### config.mk
export PLATFORM = sky130hd
export DESIGN_NAME = inst_loader
export DESIGN_NICKNAME = d
export VERILOG_FILES = /design/src/rtl/loader_defs.sv /design/src/rtl/inst_loader_packer.sv /design/src/rtl/inst_loader.sv
export SDC_FILE = /design/constraint.sdc
export NUM_CORES = 1
export LEC_CHECK = 0
export ABC_CLOCK_PERIOD_IN_PS = 3040
export BUFFER_PORTS_ARGS = -buffer_cell sky130_fd_sc_hd__buf_2
export CAP_MARGIN = 40
export CORE_AREA = 2 2 115 89
export DETAILED_ROUTE_END_ITERATION = 12
export DIE_AREA = 0 0 117 91
export GPL_TIMING_DRIVEN = 1
export HOLD_SLACK_MARGIN = 0.12
export PLACE_DENSITY = 0.79
export SYNTH_ARGS = -nofsm -noshare
export SYNTH_HDL_FRONTEND = slang
export SYNTH_HIERARCHICAL = 1
export SYNTH_SLANG_ARGS = --single-unit
export TNS_END_PERCENT = 50
### constraint.sdc
create_clock -name sys_clk -period 3.04 [get_ports sys_clk]
set_input_delay 0 -clock sys_clk [delete_from_list [all_inputs] [get_ports sys_clk]]
set_output_delay 0 -clock sys_clk [all_outputs]
set_load 0.01 [all_outputs]
### src/rtl/loader_defs.sv
// Shared definitions for the instruction loader: FSM encoding and stream framing constants.
package loader_defs;

    typedef enum logic [2:0] {
        ST_LEN0 = 3'd0,
        ST_LEN1 = 3'd1,
        ST_DATA = 3'd2,
        ST_CSUM = 3'd3,
        ST_DONE = 3'd4,
        ST_ERR  = 3'd5
    } state_t;

    localparam int unsigned HDR_BYTES  = 2;
    localparam int unsigned WORD_BYTES = 4;
    localparam int unsigned IDX_W      = $clog2(WORD_BYTES);

    function automatic logic takes_bytes(input state_t s);
        return (s == ST_LEN0) || (s == ST_LEN1) || (s == ST_DATA) || (s == ST_CSUM);
    endfunction

endpackage

### src/rtl/inst_loader_packer.sv
// Little-endian byte-to-word packer; flags the byte that completes a 32-bit word.
module inst_loader_packer
    import loader_defs::*;
(
    input  logic        i_clk,
    input  logic        i_rst,
    input  logic        i_clear,
    input  logic        i_accept,
    input  logic [7:0]  i_byte,
    output logic        o_word_done,
    output logic [31:0] o_word
);

    logic [IDX_W-1:0] r_idx;
    logic [23:0]      r_shift;

    // Earlier bytes shift down so byte 0 ends up in bits 7:0 when the 4th arrives.
    assign o_word_done = i_accept && (r_idx == IDX_W'(WORD_BYTES - 1));
    assign o_word      = {i_byte, r_shift};

    always_ff @(posedge i_clk or posedge i_rst) begin
        if (i_rst) begin
            r_idx   <= '0;
            r_shift <= '0;
        end else if (i_clear) begin
            r_idx   <= '0;
            r_shift <= '0;
        end else if (i_accept) begin
            r_idx   <= r_idx + 1'b1;
            r_shift <= {i_byte, r_shift[23:8]};
        end
    end

endmodule

### src/rtl/inst_loader.sv
// Streams a length-prefixed, XOR-checksummed program image into instruction memory
// and releases the core from reset only once the checksum matches.
//
// state | meaning
// LEN0  | waiting for word count low byte
// LEN1  | waiting for word count high byte
// DATA  | receiving instruction words
// CSUM  | waiting for checksum byte
// DONE  | image good, core released
// ERR   | overflow or checksum mismatch, core held
module inst_loader
    import loader_defs::*;
#(
    parameter int ADDR_W = 10
) (
    input  logic              sys_clk,
    input  logic              sys_rst,
    input  logic              rx_valid,
    input  logic [7:0]        rx_data,
    output logic              rx_ready,
    input  logic              load_req,
    output logic              mem_we,
    output logic [ADDR_W-1:0] mem_addr,
    output logic [31:0]       mem_wdata,
    output logic              core_rst_n,
    output logic              load_done,
    output logic              load_err
);

    localparam logic [16:0] MAX_WORDS = 17'd1 << ADDR_W;

    state_t            r_state;
    state_t            w_next;
    logic [15:0]       r_len;
    logic [15:0]       r_word_cnt;
    logic [7:0]        r_csum;
    logic              r_mem_we;
    logic [ADDR_W-1:0] r_mem_addr;
    logic [31:0]       r_mem_wdata;
    logic              r_core_rst_n;
    logic              r_load_done;
    logic              r_load_err;

    logic              w_accept;
    logic              w_restart;
    logic              w_word_done;
    logic [31:0]       w_word;
    logic [15:0]       w_len_full;
    logic              w_last_word;

    assign rx_ready    = takes_bytes(r_state);
    assign w_accept    = rx_valid && rx_ready;
    assign w_restart   = load_req && ((r_state == ST_DONE) || (r_state == ST_ERR));
    assign w_len_full  = {rx_data, r_len[7:0]};
    assign w_last_word = (r_word_cnt == (r_len - 16'd1));

    inst_loader_packer u_packer (
        .i_clk       (sys_clk),
        .i_rst       (sys_rst),
        .i_clear     (w_restart),
        .i_accept    (w_accept && (r_state == ST_DATA)),
        .i_byte      (rx_data),
        .o_word_done (w_word_done),
        .o_word      (w_word)
    );

    always_ff @(posedge sys_clk or posedge sys_rst) begin
        if (sys_rst) r_state <= ST_LEN0;
        else         r_state <= w_next;
    end

    always_comb begin
        w_next = r_state;
        case (r_state)
            ST_LEN0: if (w_accept) w_next = ST_LEN1;
            ST_LEN1: begin
                if (w_accept) begin
                    if ({1'b0, w_len_full} > MAX_WORDS) w_next = ST_ERR;
                    else if (w_len_full == 16'd0)       w_next = ST_CSUM;
                    else                                w_next = ST_DATA;
                end
            end
            ST_DATA: if (w_word_done && w_last_word) w_next = ST_CSUM;
            ST_CSUM: if (w_accept) w_next = (rx_data == r_csum) ? ST_DONE : ST_ERR;
            ST_DONE: if (load_req) w_next = ST_LEN0;
            ST_ERR:  if (load_req) w_next = ST_LEN0;
            default: w_next = ST_LEN0;
        endcase
    end

    always_ff @(posedge sys_clk or posedge sys_rst) begin
        if (sys_rst) begin
            r_len       <= '0;
            r_word_cnt  <= '0;
            r_csum      <= '0;
            r_mem_we    <= 1'b0;
            r_mem_addr  <= '0;
            r_mem_wdata <= '0;
        end else begin
            r_mem_we <= w_word_done;
            if (w_word_done) begin
                r_mem_addr  <= r_word_cnt[ADDR_W-1:0];
                r_mem_wdata <= w_word;
            end
            if (w_restart) begin
                r_len      <= '0;
                r_word_cnt <= '0;
                r_csum     <= '0;
            end else begin
                if (w_word_done) r_word_cnt <= r_word_cnt + 16'd1;
                // Checksum covers header and data, never the checksum byte itself.
                if (w_accept && (r_state != ST_CSUM)) r_csum <= r_csum ^ rx_data;
                if (w_accept && (r_state == ST_LEN0)) r_len[7:0]  <= rx_data;
                if (w_accept && (r_state == ST_LEN1)) r_len[15:8] <= rx_data;
            end
        end
    end

    // Status flags follow the next state so they rise on the DONE/ERR entry edge.
    always_ff @(posedge sys_clk or posedge sys_rst) begin
        if (sys_rst) begin
            r_core_rst_n <= 1'b0;
            r_load_done  <= 1'b0;
            r_load_err   <= 1'b0;
        end else begin
            r_core_rst_n <= (w_next == ST_DONE);
            r_load_done  <= (w_next == ST_DONE);
            r_load_err   <= (w_next == ST_ERR);
        end
    end

    assign mem_we     = r_mem_we;
    assign mem_addr   = r_mem_addr;
    assign mem_wdata  = r_mem_wdata;
    assign core_rst_n = r_core_rst_n;
    assign load_done  = r_load_done;
    assign load_err   = r_load_err;

endmodule

# Yosys cells after proc, flatten, opt, wreduce, memory -nomap -nowiden
# Cells that the tools add are included.
[totals] mem_bits_ro=0 reg_bits=114 latch_bits=0 mem_bits_rw=0 word_cells=68 in_bits=12 output_inout_bits=47 memories=0
[op_classes] add_sub_neg=3 div=0 n_lt_le_gt_ge=1 n_eq_ne=11 reduce_logical=20 n_shift=0 mux=20 multipliers=0 bitwise_logic=1
[op_table] cell="16-bit two-way mux" count=3
[op_table] cell="24-bit two-way mux" count=2
[op_table] cell="8-bit two-way mux" count=4
[op_table] cell="3-bit two-way mux" count=6
[op_table] cell="16-bit by 1-bit adder with 16-bit output, second input constant" count=1
[op_table] cell="16-bit equality test" count=1
[op_table] cell="16-bit by 11-bit > comparator with 1-bit output, second input constant" count=1
[op_table] cell="16-bit zero test" count=1
[op_table] cell="16-bit by 1-bit subtractor with 16-bit output, second input constant" count=1
[op_table] cell="3-bit one-hot mux with 5 select lines" count=1
[op_table] cell="3-bit equality test, second input constant" count=4
[op_table] cell="2-bit nonzero test" count=5
[op_table] cell="8-bit equality test" count=1
[op_table] cell="1-bit logical AND" count=8
[op_table] cell="8-bit XOR" count=1
[op_table] cell="3-bit by 2-bit equality test with 1-bit output, second input constant" count=2
[op_table] cell="1-bit logical OR" count=4
[op_table] cell="2-bit two-way mux" count=2
[op_table] cell="3-bit by 1-bit equality test with 1-bit output, second input constant" count=1
[op_table] cell="3-bit zero test" count=1
[op_table] cell="3-bit by 2-bit != test with 1-bit output, second input constant" count=1
[op_table] cell="2-bit by 1-bit adder with 2-bit output, second input constant" count=1
[op_table] cell="2-bit equality test, second input constant" count=1
[op_table] cell="1-bit two-way mux" count=2
[op_table] cell="2-bit OR reduction" count=1

# Logic depth before layout (Yosys ltp)
[logic_depth] word_depth=11 ltp_mapped=11 depth_no_buf=8

# Modules after synthesis
# Netlist, hierarchy kept.
[modules_own_cells] module="inst_loader" instances=1 seq_area_each_um2=2202.1 area_per_inst_um2=4364.2 cells_each=404
[modules_own_cells] module="inst_loader_packer" instances=1 seq_area_each_um2=650.6 area_per_inst_um2=1158.6 cells_each=95

# Worst setup path before layout
# OpenSTA, ideal clock, no wires.
[synth_path] path_kind="reg-to-reg" from="reg r_state[1]" to="reg r_mem_addr[0], in the netlist mem_addr[0]" path_slack_ns=0.468 period_less_slack_ns=2.572 required_ns=2.915 setup_time_ns=0.125 n_path_buf=5 path_stages_with_launch=10 arrival_ns=2.447 cell_sequence="dfrtp_1 clkbuf_1 nor2b_1 nor2b_1 buf_6 buf_12 and2_1 clkbuf_1 buf_1 mux2_2"
[synth_via] elab_chain_len=7 elab_cells_between_ends=10 classes_between="3 x eq/ne; 7 x reduce/logical"
[synth_lines] element="from (decl)" line_no="inst_loader.sv:32" source="state_t r_state;"
[synth_lines] element="from (signal assigned)" line_no="inst_loader.sv:69" source="else r_state <= w_next;"
[synth_lines] element="3-bit by 1-bit equality test with 1-bit output / 3-bit zero test (equally long branches)" line_no="loader_defs.sv:18" source="return (s == ST_LEN0) || (s == ST_LEN1) || (s == ST_DATA) || (s == ST_CSUM);"
[synth_lines] element="1-bit logical OR (3 in series)" line_no="loader_defs.sv:18"
[synth_lines] element="1-bit logical AND" line_no="inst_loader.sv:52" source="assign w_accept = rx_valid && rx_ready;"
[synth_lines] element="1-bit logical AND *" line_no="inst_loader.sv:61" source=".i_accept (w_accept && (r_state == ST_DATA)),"
[synth_lines] element="1-bit logical AND *" line_no="inst_loader_packer.sv:18" source="assign o_word_done = i_accept && (r_idx == IDX_W'(WORD_BYTES - 1));"
[synth_lines] element="named net w_word_done" line_no="inst_loader.sv:46" source="logic w_word_done;"
[synth_lines] element="to (signal assigned)" line_no="inst_loader.sv:102" source="r_mem_addr <= r_word_cnt[ADDR_W-1:0];"
[synth_lines] element="to (decl)" line_no="inst_loader.sv:38" source="logic [ADDR_W-1:0] r_mem_addr;"
# Mark *: on every way through the listed nets, which the timed path passes. The rest lies on a longest branch.
# A chain may end at the register's enable or synchronous reset.

# Final worst setup path
[layout_path] from="reg r_len[0]" to="reg r_state[1]"
[layout_via] elab_chain_len=5 elab_cells_between_ends=8 classes_between="1 x add/sub; 1 x order compare; 1 x eq/ne; 4 x mux; 1 x reduce/logical"
[layout_lines] element="from (decl)" line_no="inst_loader.sv:34" source="logic [15:0] r_len;"
[layout_lines] element="from (signal assigned)" line_no="inst_loader.sv:113" source="if (w_accept && (r_state == ST_LEN0)) r_len[7:0] <= rx_data;"
[layout_lines] element="16-bit by 1-bit subtractor with 16-bit output" line_no="inst_loader.sv:55" source="assign w_last_word = (r_word_cnt == (r_len - 16'd1));"
[layout_lines] element="16-bit equality test" line_no="inst_loader.sv:55"
[layout_lines] element="1-bit logical AND" line_no="inst_loader.sv:83" source="ST_DATA: if (w_word_done && w_last_word) w_next = ST_CSUM;"
[layout_lines] element="3-bit two-way mux" line_no="inst_loader.sv:83"
[layout_lines] element="3-bit one-hot mux with 5 select lines *" line_no="inst_loader.sv:74" source="case (r_state)"
[layout_lines] element="named net w_next[1]" line_no="inst_loader.sv:33" source="state_t w_next;"
# Marks and branches as above.

==> flow_summary.rst <==
.. list-table::
   :header-rows: 1

   * - Metric
     - Value
   * - CP Class
     - flop to flop
   * - CTS clock-pin slew for the worst setup and hold paths
     - around 0.050 ns
   * - Maximum number of pins on one net before global-route repair
     - 59
   * - Largest fanout of any net on the critical path
     - 5
   * - Placeable core area
     - 9503 sq um
   * - Post-cts hold buffer count
     - 13
   * - Number of max-cap violations
     - 0
   * - Synth Net Count
     - 514
   * - First drt pass iteration count
     - 4
   * - Sum Neg Setup Slack
     - 0 ns
   * - Clock Sinks
     - 114
   * - Area share of fa/ha/maj cells after synthesis
     - 0.006797
   * - Top flip-flop cell by instance count after synthesis
     - dfrtp_1
   * - Io pins
     - 59
   * - Critical path buffers and inverters
     - 2
   * - Routability-driven placement congestion ratio
     - roughly 0.92
   * - N_diodes
     - 0
   * - TritonCTS buffer count
     - 17
   * - Mapped Avg Cell Area
     - 11.07 sq um
   * - Ys async rst share
     - 1.000
   * - Worst setup path startpoint
     - r_len[0]$_DFFE_PP0P_
   * - Die boundary width
     - 117 um
   * - Number of synthesized register bits
     - about 110
   * - Total of fill cells in the finished design
     - 707
   * - Area of the mapped netlist
     - 5523 sq um
   * - Starting density of the core
     - 0.5812
   * - Via/cell ratio
     - 5.657
   * - Transition time at the pin with the least slew margin
     - 0.6835 ns
   * - Final ANT Viol Nets
     - 0
   * - Full die area
     - 10650 sq um
   * - Pwr Density
     - between 700 and 800 nW/um^2
   * - Layout cells sized above 1
     - 0.2667
   * - Net count reported at finish
     - about 580
   * - Leakage dissipation
     - 3.151 nW
   * - Final clock period utilization by the worst path
     - 0.8956
   * - Clock latency on the worst-skew pair
     - 0.41 ns
   * - Via total after detailed routing
     - 3971
   * - Relative area change from synthesis to final layout
     - 18.21%
   * - Outcome
     - complete, no violations
   * - Share of synthesized area occupied by flip-flops and latches
     - 0.5165
   * - Max-slew headroom
     - 0.5401
   * - Family with the most delay on the worst path
     - simple AND/OR/NAND/NOR gates
   * - Main combinational cell family by area after synthesis
     - multiplexers
   * - Flop-to-flop setup slack
     - 0.32 ns
   * - Total area of multi-input combinational cells
     - 2397 sq um
   * - Vias in the first global route
     - 3874
   * - Number of gates given a new drive strength after cts
     - 0
   * - Total overflow reported by the global router
     - 0
   * - Path class of the lowest-slack min-delay path
     - primary input to asynchronous set/reset pin
   * - Total number of yosys warnings
     - 6
   * - Time the worst path needs with I/O delays and setup
     - 2.723 ns
   * - Final max-slew violation count
     - 0
   * - Quantity of I/O buffers inserted on ports
     - 58
   * - DRC
     - 0
   * - Kind of end point of the critical path
     - flop
   * - Die outline height
     - 91 um
   * - Storage cell area
     - ~2900 sq um
   * - Crit Reg-Reg Startpoint
     - r_len[0]$_DFFE_PP0P_
   * - Max Fclk
     - 0.3673 GHz
   * - Multiplexer share of the synthesized area
     - 0.1493
   * - Worst path arrival time
     - 3.04 ns
   * - Routed length per instance
     - 17.37 um
   * - Simple-Gate Fraction of Synth Area
     - 0.1486
   * - Number of endpoints with negative hold slack in the final report
     - 0
   * - Post-layout utilization of the core
     - 0.6870
   * - Setup repair bufs after CTS
     - 0
   * - Required time at the worst-slack endpoint
     - 3.36 ns
   * - Count of flip-flops with a built-in enable after synthesis
     - 0
   * - Compound-Gate Fraction of Synth Area
     - 0.06819
   * - Worst vdd ir
     - 0.4135 mV
   * - Distinct cell type count of the synthesized netlist
     - 50
   * - Number of buffers on the longest clock path
     - 2
   * - Clock root buffer
     - clkbuf_16
   * - Number of placement rows
     - 31
   * - H-tree levels
     - 4
   * - Worst path cell trace
     - inv_1 -> ha_1 -> nor3b_1 -> a31oi_1 -> nor4_1 -> nand3_1 -> dlygate4sd3_1 -> a21oi_1
   * - Sort of element at the start of the critical path
     - flop
   * - Setup clock skew after layout
     - 0.005382 ns
   * - Clock tree from TritonCTS
     - yes
   * - Final number of setup-violating endpoints
     - 0
   * - Aggregate routed wire length
     - 12190 um
   * - Wire length of the first global-routing pass
     - 19790 um
   * - Instance count of the mapped netlist
     - 499
   * - Critical-path top delay cell
     - dlygate4sd3_1
   * - Slowest stage delay, CP
     - ~0.57 ns
   * - Number of antenna violations at the first check in global routing
     - 0
   * - Sum of net half-perimeters after detailed placement
     - 8201 um
   * - Overall fraction of global-route tracks in use
     - 0.2453
   * - Area share of xor/xnor cells in the synthesized design
     - 0.05868
   * - Initial DRC count
     - 255
   * - Unrepaired setup endpoints after global routing
     - no
## tightest hold or removal path: cells and delay by family
family                 cells  cell delay, ns
buffers and inverters      3            0.97
## Yosys cell counts, types with 3 or more instances
| cell | n | area, sq um |
|---|---|---|
| dfrtp_1 | 114 | 2853 |
| nor2_1 | 55 | 206.5 |
| mux2_2 | 43 | 484.2 |
| mux2i_1 | 34 | 340.3 |
| nand2_1 | 28 | 105.1 |
| xnor2_1 | 21 | 183.9 |
| clkbuf_1 | 18 | 67.56 |
| a21oi_1 | 16 | 80.08 |
| xor2_1 | 16 | 140.1 |
| o21ai_0 | 13 | 65.06 |
| nor3b_1 | 11 | 82.58 |
| a21o_1 | 10 | 75.07 |
| buf_4 | 10 | 75.07 |
| inv_1 | 10 | 37.54 |
| nand4_1 | 9 | 56.30 |
| nor4_1 | 8 | 50.05 |
| nand3_1 | 7 | 35.03 |
| nor3_1 | 7 | 35.03 |
| or4_1 | 7 | 52.55 |
| nor2b_1 | 6 | 37.54 |
| or3_1 | 6 | 37.54 |
| buf_2 | 5 | 25.02 |
| buf_6 | 3 | 33.78 |
| ha_1 | 3 | 37.54 |
| o211ai_1 | 3 | 22.52 |
## cell type report
class                      count  area share
sequential                   114      0.4369
multi-input combinational    335      0.3672
timing repair buffer          83     0.08394
clock buffer                  22     0.07570
tap                          132     0.02530
inverter                      10    0.005941
clock inverter                 6    0.004983
## cell families (layout without fill, tap and decap cells)
group | count (synthesis) | after routing
buffers and inverters | 50 | 121
and+or+nand+nor | 160 | 160
DFF | 114 | 114
AOI/OAI and AO/OA | 58 | 58
xor gates and xnor gates | 37 | 37
muxes | 77 | 77
adders and majority gates | 3 | 3
## placed cells by master (no fill, tap or decap), drive strengths merged, types with 10 or more instances in the layout
cell type	netlist	layout
a21o	10	10
a21oi	16	16
buf	22	70
clkbuf	18	22
dfrtp	114	114
dlygate4sd3	0	13
mux2	43	43
mux2i	34	34
nand2	28	28
nor2	56	56
nor3b	11	11
o21ai	13	13
xnor2	21	21
xor2	16	16
## per-stage QoR
| stage | hold slack [ns] | area, sq um | setup slack, ns | total power, W | instances |
|---|---|---|---|---|---|
| finish | 0.1417 | 6529 | 0.3175 | 0.004881 | 702 |
| CTS | 0.1426 | 6529 | 0.4179 | 0.004889 | 702 |
| global route | 0.1886 | 6529 | 0.1695 | 0.005120 | 702 |
| floorplan | 0.04002 | 5523 | 0.4679 | 0.002795 | 499 |
| global placement | 0.1864 | 5812 | 0.7037 | 0.003041 | 658 |
| detailed placement | -0.1008 | 5872 | 0.6254 | 0.003106 | 661 |
## routing by layer
layer | GRT usage | share of wire
met4 | 0.09412 | 0.012
met1 | 0.3433 | 0.46
met5 | 0 | 0
met3 | 0.06409 | 0.061
met2 | 0.3666 | 0.47
## worst paths after layout
path	to	cells after the start
worst max-delay path	r_state[1]$_DFF_PP0_	8
worst min-delay path	u_packer/r_shift[10]$_DFFE_PP0P_	3
worst max register to register	r_state[1]$_DFF_PP0_	8
min in group sys_clk	r_len[5]$_DFFE_PP0P_	4
max in group asynchronous	r_word_cnt[13]$_DFFE_PP0P_	6
worst min register to register	mem_wdata[0]$_DFFE_PP0P_	1
## state kept, by name, indices dropped and copies added (netlist names)
name              count
mem_wdata            32
mem_we                1
load_err              1
mem_addr             10
r_word_cnt           16
r_csum                8
u_packer/r_idx        2
r_len                16
r_state               3
load_done             1
u_packer/r_shift     24
## power by group
part	internal, W	switching, W	total (W)
sequential	0.00169	0.000230	0.00192
clock	0.00112	0.000648	0.00177
combinational	0.000512	0.000681	0.00119
Power figures use the tool's default switching activity.
